==> config.mk <==
export PLATFORM = sky130hd
export DESIGN_NAME = xbar_master_queue
export DESIGN_NICKNAME = d
export VERILOG_FILES = /design/src/rtl/xbar_pkg.sv /design/src/rtl/xbar_sync_fifo.sv /design/src/rtl/xbar_master_queue.sv
export SDC_FILE = /design/constraint.sdc
export NUM_CORES = 1
export LEC_CHECK = 0
export BUFFER_PORTS_ARGS = -buffer_cell sky130_fd_sc_hd__clkbuf_2
export CAP_MARGIN = 5
export CORE_MARGIN = 4
export CORE_UTILIZATION = 30
export DETAILED_ROUTE_END_ITERATION = 8
export PLACE_DENSITY_LB_ADDON = 0.3
export SLEW_MARGIN = 20
export SYNTH_ARGS = -nofsm -noshare
export SYNTH_HDL_FRONTEND = slang
export SYNTH_SLANG_ARGS = --single-unit
==> constraint.sdc <==
create_clock -name clk -period 2.9 [get_ports clk]
set_input_delay 0.29 -clock clk [delete_from_list [all_inputs] [get_ports clk]]
set_output_delay 0.29 -clock clk [all_outputs]
set_load 0.01 [all_outputs]
==> src/rtl/xbar_pkg.sv <==
// Shared crossbar definitions: command encodings, slave-select bit and the
// master-queue FSM state encoding.
package xbar_pkg;

  localparam logic CMD_READ    = 1'b0;
  localparam logic CMD_WRITE   = 1'b1;
  localparam int   SLV_SEL_BIT = 31;

  typedef enum logic [1:0] {
    ST_IDLE  = 2'd0,
    ST_REQ   = 2'd1,
    ST_RDATA = 2'd2
  } xbar_state_e;

endpackage

==> src/rtl/xbar_sync_fifo.sv <==
// Single-clock show-ahead FIFO: head entry is visible on o_rdata while non-empty.
// Pushes while full are dropped, even if a pop happens in the same cycle.
module xbar_sync_fifo #(
  parameter int WIDTH = 65,
  parameter int DEPTH = 4
) (
  input  logic                     clk,
  input  logic                     rst_n,
  input  logic                     i_push,
  input  logic [WIDTH-1:0]         i_wdata,
  input  logic                     i_pop,
  output logic [WIDTH-1:0]         o_rdata,
  output logic                     o_full,
  output logic                     o_empty,
  output logic [$clog2(DEPTH):0]   o_count
);

  localparam int PW = $clog2(DEPTH);
  localparam logic [PW:0] FULL_CNT = (PW+1)'(DEPTH);

  logic [WIDTH-1:0] r_mem [DEPTH];
  logic [PW-1:0]    r_wr_ptr;
  logic [PW-1:0]    r_rd_ptr;
  logic [PW:0]      r_count;
  logic             w_do_push;
  logic             w_do_pop;

  assign o_full    = (r_count == FULL_CNT);
  assign o_empty   = (r_count == '0);
  assign o_count   = r_count;
  assign o_rdata   = r_mem[r_rd_ptr];
  assign w_do_push = i_push & ~o_full;
  assign w_do_pop  = i_pop & ~o_empty;

  // Storage has no reset; only the pointers define which entries are live.
  always_ff @(posedge clk) begin
    if (w_do_push) begin
      r_mem[r_wr_ptr] <= i_wdata;
    end
  end

  always_ff @(posedge clk or negedge rst_n) begin
    if (!rst_n) begin
      r_wr_ptr <= '0;
      r_rd_ptr <= '0;
      r_count  <= '0;
    end else begin
      if (w_do_push) begin
        r_wr_ptr <= r_wr_ptr + 1'b1;
      end
      if (w_do_pop) begin
        r_rd_ptr <= r_rd_ptr + 1'b1;
      end
      case ({w_do_push, w_do_pop})
        2'b10:   r_count <= r_count + 1'b1;
        2'b01:   r_count <= r_count - 1'b1;
        default: r_count <= r_count;
      endcase
    end
  end

endmodule

==> src/rtl/xbar_master_queue.sv <==
// Crossbar master port front end: queues client commands and replays them one
// at a time as req/ack transfers, returning read data and write completions.
module xbar_master_queue
  import xbar_pkg::*;
#(
  parameter int DEPTH = 4,
  parameter int AW    = 32,
  parameter int DW    = 32
) (
  input  logic                     clk,
  input  logic                     rst_n,
  input  logic                     cmd_valid,
  output logic                     cmd_ready,
  input  logic                     cmd_cmd,
  input  logic [AW-1:0]            cmd_addr,
  input  logic [DW-1:0]            cmd_wdata,
  output logic [$clog2(DEPTH):0]   cmd_count,
  output logic                     rd_valid,
  output logic [DW-1:0]            rd_data,
  output logic                     wr_done,
  output logic                     master_req,
  output logic                     master_cmd,
  output logic [AW-1:0]            master_addr,
  output logic [DW-1:0]            master_wdata,
  input  logic [DW-1:0]            master_rdata,
  input  logic                     master_ack,
  output logic [1:0]               o_dbg_state
);

  localparam int FW = 1 + AW + DW;

  // Client side: a command is taken at a rising edge when cmd_valid && cmd_ready.
  // Bus side: master_req and its payload stay stable until master_ack is seen
  // high at a rising edge; read data arrives on master_rdata one cycle later.

  logic          w_full;
  logic          w_empty;
  logic          w_pop;
  logic [FW-1:0] w_head;
  logic          w_head_cmd;
  logic [AW-1:0] w_head_addr;
  logic [DW-1:0] w_head_wdata;

  xbar_state_e   r_state,    w_state_nxt;
  logic          r_req,      w_req_nxt;
  logic          r_cmd,      w_cmd_nxt;
  logic [AW-1:0] r_addr,     w_addr_nxt;
  logic [DW-1:0] r_wdata,    w_wdata_nxt;
  logic          r_rd_valid, w_rd_valid_nxt;
  logic [DW-1:0] r_rd_data,  w_rd_data_nxt;
  logic          r_wr_done,  w_wr_done_nxt;

  xbar_sync_fifo #(
    .WIDTH (FW),
    .DEPTH (DEPTH)
  ) u_fifo (
    .clk     (clk),
    .rst_n   (rst_n),
    .i_push  (cmd_valid),
    .i_wdata ({cmd_cmd, cmd_addr, cmd_wdata}),
    .i_pop   (w_pop),
    .o_rdata (w_head),
    .o_full  (w_full),
    .o_empty (w_empty),
    .o_count (cmd_count)
  );

  assign cmd_ready = ~w_full;
  assign {w_head_cmd, w_head_addr, w_head_wdata} = w_head;

  always_comb begin
    w_state_nxt    = r_state;
    w_req_nxt      = r_req;
    w_cmd_nxt      = r_cmd;
    w_addr_nxt     = r_addr;
    w_wdata_nxt    = r_wdata;
    w_rd_valid_nxt = 1'b0;
    w_rd_data_nxt  = r_rd_data;
    w_wr_done_nxt  = 1'b0;
    w_pop          = 1'b0;
    case (r_state)
      ST_IDLE: begin
        w_req_nxt = 1'b0;
        if (!w_empty) begin
          w_pop       = 1'b1;
          w_req_nxt   = 1'b1;
          w_cmd_nxt   = w_head_cmd;
          w_addr_nxt  = w_head_addr;
          w_wdata_nxt = w_head_wdata;
          w_state_nxt = ST_REQ;
        end
      end
      ST_REQ: begin
        if (master_ack) begin
          w_req_nxt = 1'b0;
          if (r_cmd == CMD_WRITE) begin
            w_wr_done_nxt = 1'b1;
            w_state_nxt   = ST_IDLE;
          end else begin
            w_state_nxt   = ST_RDATA;
          end
        end
      end
      ST_RDATA: begin
        w_rd_data_nxt  = master_rdata;
        w_rd_valid_nxt = 1'b1;
        w_state_nxt    = ST_IDLE;
      end
      default: begin
        w_req_nxt   = 1'b0;
        w_state_nxt = ST_IDLE;
      end
    endcase
  end

  always_ff @(posedge clk or negedge rst_n) begin
    if (!rst_n) begin
      r_state    <= ST_IDLE;
      r_req      <= 1'b0;
      r_cmd      <= 1'b0;
      r_addr     <= '0;
      r_wdata    <= '0;
      r_rd_valid <= 1'b0;
      r_rd_data  <= '0;
      r_wr_done  <= 1'b0;
    end else begin
      r_state    <= w_state_nxt;
      r_req      <= w_req_nxt;
      r_cmd      <= w_cmd_nxt;
      r_addr     <= w_addr_nxt;
      r_wdata    <= w_wdata_nxt;
      r_rd_valid <= w_rd_valid_nxt;
      r_rd_data  <= w_rd_data_nxt;
      r_wr_done  <= w_wr_done_nxt;
    end
  end

  assign master_req   = r_req;
  assign master_cmd   = r_cmd;
  assign master_addr  = r_addr;
  assign master_wdata = r_wdata;
  assign rd_valid     = r_rd_valid;
  assign rd_data      = r_rd_data;
  assign wr_done      = r_wr_done;
  assign o_dbg_state  = r_state;

endmodule

; Word level (Yosys, flattened, before mapping)
; Memory sizes are Yosys's and may differ from the RTL's. A register that Yosys moved wholly into a read port is not among the register bits.
; Cells that the tools add are included.
[classes]
add_sub_neg = 4
n_bitwise = 5
n_mux = 15
eq_ne = 7
reduce_logical = 7
[op_table]
columns = cell, n
row1 = $mux W1, 9
row2 = $mux W2, 3
row3 = $pmux W3 S2, 1
row4 = $reduce_and A2 Y1, 3
row5 = $add A2 B1 Y2 const B, 2
row6 = $eq A2 B1 Y1 const B, 2
row7 = $eq A2 B2 Y1 const B, 2
row8 = $ne A2 B2 Y1 const B, 2
row9 = $pmux W2 S2, 1
row10 = $add A3 B1 Y3 const B, 1
row11 = $eq A3 B3 Y1 const B, 1
row12 = $logic_not A3 Y1, 1
row13 = $not A1 Y1, 3
row14 = $pmux W1 S3, 1
row15 = $sub A3 B1 Y3 const B, 1
row16 = $and A1 B1 Y1, 2
row17 = $logic_not A2 Y1, 1
row18 = $reduce_bool A2 Y1, 1
row19 = $logic_not A1 Y1, 1
[word_totals]
word_cells = 47
output_inout_bits = 106
n_memories = 1
mem_bits_rw = 260
register_bits = 44
inputBits = 101
[memory_table]
columns = name, words, word_bits, read_ports, rd_ports_with_merged_regs, write_ports, line_no
row1 = u_fifo.r_mem, 4, 65, 1, 1, 1, xbar_sync_fifo.sv:21  ; logic [WIDTH-1:0] r_mem [DEPTH];

; Logic depth before layout (Yosys ltp)
[depth]
ltp_word = 6
ltp_mapped = 11
depth_no_buf = 8

; Hierarchy
; Synthesis repeated with hierarchy kept, for this count alone.
[unflattened]
hier_cells = 601
area_unflattened_um2 = 13868.3
[modules_own_cells]
columns = module, n_inst, seq_area_each_um2, area_each_um2, cells_per_inst
row1 = xbar_sync_fifo, 1, 7982.7, 9833.2, 378
row2 = xbar_master_queue, 1, 2552.4, 4035.1, 223

; Worst setup path after synthesis
; OpenSTA, ideal clock, no wires.
[synth_timing]
path_type = reg-to-reg
from = reg u_fifo.r_count[0], in the netlist u_fifo.o_count[0]
to = mem u_fifo.r_mem[0][0], enable pin
setup_time_ps = 430
required_ps = 2470
slack_ps = 153
arrival_time_ps = 2316
stages_incl_launch_ff = 3
n_path_buf = 0
synth_period_minus_slack_ps = 2747
cell_sequence = dfrtp_1 -> or3b_1 -> and3_1
[synth_between]
elab_chain_len = 5
[synth_rtl]
columns = item, line_no
row1 = from (decl), xbar_sync_fifo.sv:24  ; logic [PW:0] r_count;
row2 = from (signal assigned), xbar_sync_fifo.sv:55  ; 2'b10: r_count <= r_count + 1'b1;
row3 = from (signal assigned), xbar_sync_fifo.sv:56  ; 2'b01: r_count <= r_count - 1'b1;
row4 = from (signal assigned), xbar_sync_fifo.sv:57  ; default: r_count <= r_count;
row5 = $eq A3 B3 Y1, xbar_sync_fifo.sv:28  ; assign o_full = (r_count == FULL_CNT);
row6 = $not A1 Y1, -
row7 = via cmd_ready, xbar_master_queue.sv:13  ; output logic cmd_ready,
row8 = $and A1 B1 Y1, xbar_sync_fifo.sv:32  ; assign w_do_push = i_push & ~o_full;
row9 = $mux W1, xbar_sync_fifo.sv:37  ; if (w_do_push) begin
row10 = $mux W1 (implied by the code), xbar_sync_fifo.sv:38  ; r_mem[r_wr_ptr] <= i_wdata;
row11 = to (decl), xbar_sync_fifo.sv:21
; The timed path passes the listed nets, and every way through them passes these cells.

; Final worst setup path
[layout_timing]
from = reg u_fifo.r_count[0], in the netlist u_fifo.o_count[0]
to = reg u_fifo.r_count[1], in the netlist u_fifo.o_count[1]
[layout_between]
elab_chain_len = 6
word_cells_on_any_way = 14
cone_classes = add/sub (2) / eq/ne (3) / mux (3) / bitwise (4) / reduce/logical (2)
[layout_rtl]
columns = item, line_no
row1 = $logic_not A3 Y1, xbar_sync_fifo.sv:29  ; assign o_empty = (r_count == '0);
row2 = $mux W1, xbar_master_queue.sv:84  ; if (!w_empty) begin
row3 = $mux W1, xbar_master_queue.sv:81  ; case (r_state)
row4 = $and A1 B1 Y1, xbar_sync_fifo.sv:33  ; assign w_do_pop = i_pop & ~o_empty;
row5 = $eq A2 B1 Y1 or $eq A2 B2 Y1 (tied branches), xbar_sync_fifo.sv:54  ; case ({w_do_push, w_do_pop})
row6 = $pmux W3 S2 or $reduce_bool A2 Y1 (tied branches), -
; Parallel ways exist; a longest one is shown, timed or not.
; A chain may end at the register's enable or synchronous reset.

==> results.md <==
* Outcome: complete, no violations
* WP data arrival at 2.68 ns
* Hold Fails Final Rpt at 0
* Num ports at 207
* Worst slew pin tran at 0.695 ns
* Share of layout cells above drive strength 1 at 46.6%
* Crit path max fanout at 6
* Via density at 4.39
* H-tree Lvls at 2
* Area grow syn2layout at 30.1%
* Share of the clock period used by the worst path at 77.7%
* Sequential Area at 10,500 sq um
* Die H at 221 um
* Commonest non-fill, non-tap cell in the layout: edfxtp_1
* Setup tns final at 0 ns
* Vias in the first global route at 7,603
* Post-CTS Resized at 0
* RePlAce Congestion at 0.720
* Synth Cell Area at 13,600 sq um
* Post-route ant nets at 0
* Total wire length at 28.5 mm
* Met3 WL at 1.36 mm
* Post-synth top flop: edfxtp_1
* Port buffer count at 206
* Routed vias at 6,814
* Root Buffer: clkbuf_16
* Num CTS Buffers at 41
* Initial antenna violation count at 1
* Power per standard cell area at 1050 nW/um^2
* Synth Instances at 594
* Avg Cell Area, Syn at 22.9 sq um
* Routed len/inst at 18.3 um
* DRC viols at 0
* Distinct cell type count after synthesis at 28
* Starting Density at 30.6%
* Lkg Pwr at 6.64 nW
* Final Critical Period at 2.25 ns
* Met2 WL at 13.5 mm
* CTS sink cnt at 369
* # placed instances at 1,379
* DRT met1 WL at 12.9 mm
* Share of flip-flops with an asynchronous set or reset at 29.5%
* GRT Total Usage at 11.8%
* EDFF count, synth at 260
* Remaining Overflow, GRT at 0
* First-pass GRT wire length at 45.7 mm
* FILL cells at 4,046
* Seq cells post-synth at 369
* Nets@finish at 1,036
* Pins Over Slew Limit at 0
* Post-synthesis sequential area ratio at 77.4%
* Ys Warns at 0
* Most frequent cells in the layout: 260 x edfxtp_1, 205 x clkbuf_2, 107 x dfrtp_1, 99 x dlygate4sd3_1, 93 x mux2_2
* Syn Nets at 701
* Maximum vdd drop at 0.644 mV
* Worst Path Required at 3.33 ns
* Clock tree from TritonCTS: done
* Fmax at 0.444 GHz
* Core Region at 44,500 sq um
* Max Buffers Root-to-Sink at 3
* Final Instance Count excl. Fillers at 1,551
* Slew Limit Headroom at 53.6%
* Initial DRC count at 338
* Startpoint Class: register
* CTS clock-pin slew for the worst setup and hold paths at 0.06 ns
* Die X-Extent at 221 um
* Pre-antenna DRT Iters at 5
* Endpoints failing setup at 0
* Core Util, Final at 39.8%
* Clock skew at 0.0235 ns
* Max-Cap Viols at 0
* Critical path class: register to register
* Max Used Layer: met5
* Min-delay worst type: input pin to register
* # rows at 77
* Diodes inserted at 0
* Die area at 48,800 sq um
* Multi-input gate area at 2880 sq um
* CP endpoint kind: register
* Largest net degree at the start of global routing at 69
* RSZ-0062 raised after global routing: no
* Dpl hpwl at 16.5 mm
* Clk_lat worst skew at 0.55 ns
==> cells by family after synthesis <==
| family | share of synthesized area [%] |
|---|---|
| AOI/OAI and AO/OA | 0.0735 |
| buffers and inverters | 1.64 |
| muxes | 19.1 |
| and+or+nand+nor | 0.781 |
| xor gates and xnor gates | 0.386 |
| DFF | 77.4 |
| adders and majority gates | 0.607 |
==> per-stage QoR <==
step | worst slack, ns | power [mW] | hold slack (ns) | area (sq um)
after detailed placement | 0.643 | 13.8 | 0.384 | 15400
after floorplan | 0.153 | 11.8 | -0.00559 | 13600
after CTS | 0.625 | 19.0 | 0.147 | 17700
after global placement | 0.729 | 13.7 | 0.379 | 15400
final | 0.648 | 18.6 | 0.186 | 17700
after global routing | 0.547 | 19.7 | 0.189 | 17700
==> cells in the mapped netlist, drive strengths merged (2+ instances only) <==
| cell type | count | area, sq um |
|---|---|---|
| o21ai | 2 | 10.0 |
| and3 | 4 | 25.0 |
| mux4 | 65 | 1460 |
| nor3b | 2 | 15.0 |
| buf | 24 | 196 |
| inv | 4 | 15.0 |
| xnor2 | 5 | 43.8 |
| clkbuf | 3 | 11.3 |
| mux2 | 99 | 1140 |
| edfxtp | 260 | 7810 |
| dfrtp | 109 | 2730 |
| ha | 5 | 62.6 |
==> worst max-delay path, cell delays in order (launching register included) <==
cell and delay [ns]:
dfrtp_1 0.44, or3b_1 0.49, and2_1 0.24, inv_1 0.07
ha_1 0.19, fa_1 0.43, mux2_2 0.28
==> metal layers <==
metal / up-vias / global-route usage (%)
li1: 3064 / -
met1: 3517 / 15.9
met2: 174 / 19.0
met3: 57 / 2.98
met4: 2 / 3.76
met5: - / 0
==> registers in the layout (all words and copies together), names as in the netlist <==
name / flops
u_fifo.r_mem: 260
master_addr: 32
master_wdata: 32
rd_data: 32
u_fifo.o_count: 3
o_dbg_state: 2
u_fifo.r_rd_ptr: 2
u_fifo.r_wr_ptr: 2
master_cmd: 1
master_req: 1
rd_valid: 1
wr_done: 1
==> final timing paths <==
kind	endpoint	start	slack (ns)	cells after the start
setup reg to reg	u_fifo.o_count[1]$_DFFE_PN0P_	u_fifo.o_count[0]$_DFFE_PN0P_	0.65	6
hold reg to reg	rd_data[16]$_DFFE_PN0P_	rd_data[16]$_DFFE_PN0P_	0.50	1
min in group asynchronous	rd_data[24]$_DFFE_PN0P_	rst_n	0.34	2
max in group asynchronous	master_wdata[21]$_DFFE_PN0P_	rst_n	1.86	3
setup / recovery	u_fifo.o_count[1]$_DFFE_PN0P_	u_fifo.o_count[0]$_DFFE_PN0P_	0.65	6
hold / removal	u_fifo.r_wr_ptr[0]$_DFFE_PN0P_	cmd_valid	0.19	3
==> power breakdown <==
part / total, mW / internal (mW) / switching, mW / leakage, nW
Clock: 4.93 / 2.93 / 2.00 / 0.616
Combinational: 5.62 / 2.96 / 2.66 / 2.35
Sequential: 8.01 / 7.30 / 0.709 / 3.67
Total: 18.6 / 13.2 / 5.36 / 6.64
==> final cells by class <==
cell class / count / area share, %
Clock inverter: 10 / 0.636
Inverter: 4 / 0.0848
Sequential cell: 369 / 59.5
Clock buffer: 63 / 6.54
Timing Repair Buffer: 319 / 12.7
Multi-Input combinational cell: 194 / 16.3
Tap cell: 592 / 4.18
==> timing repair <==
item	in CTS	in global routing
buffers inserted	0	0
hold buffers	99	0
hold endpoints to repair	335	0
Power figures use the tool's default switching activity.
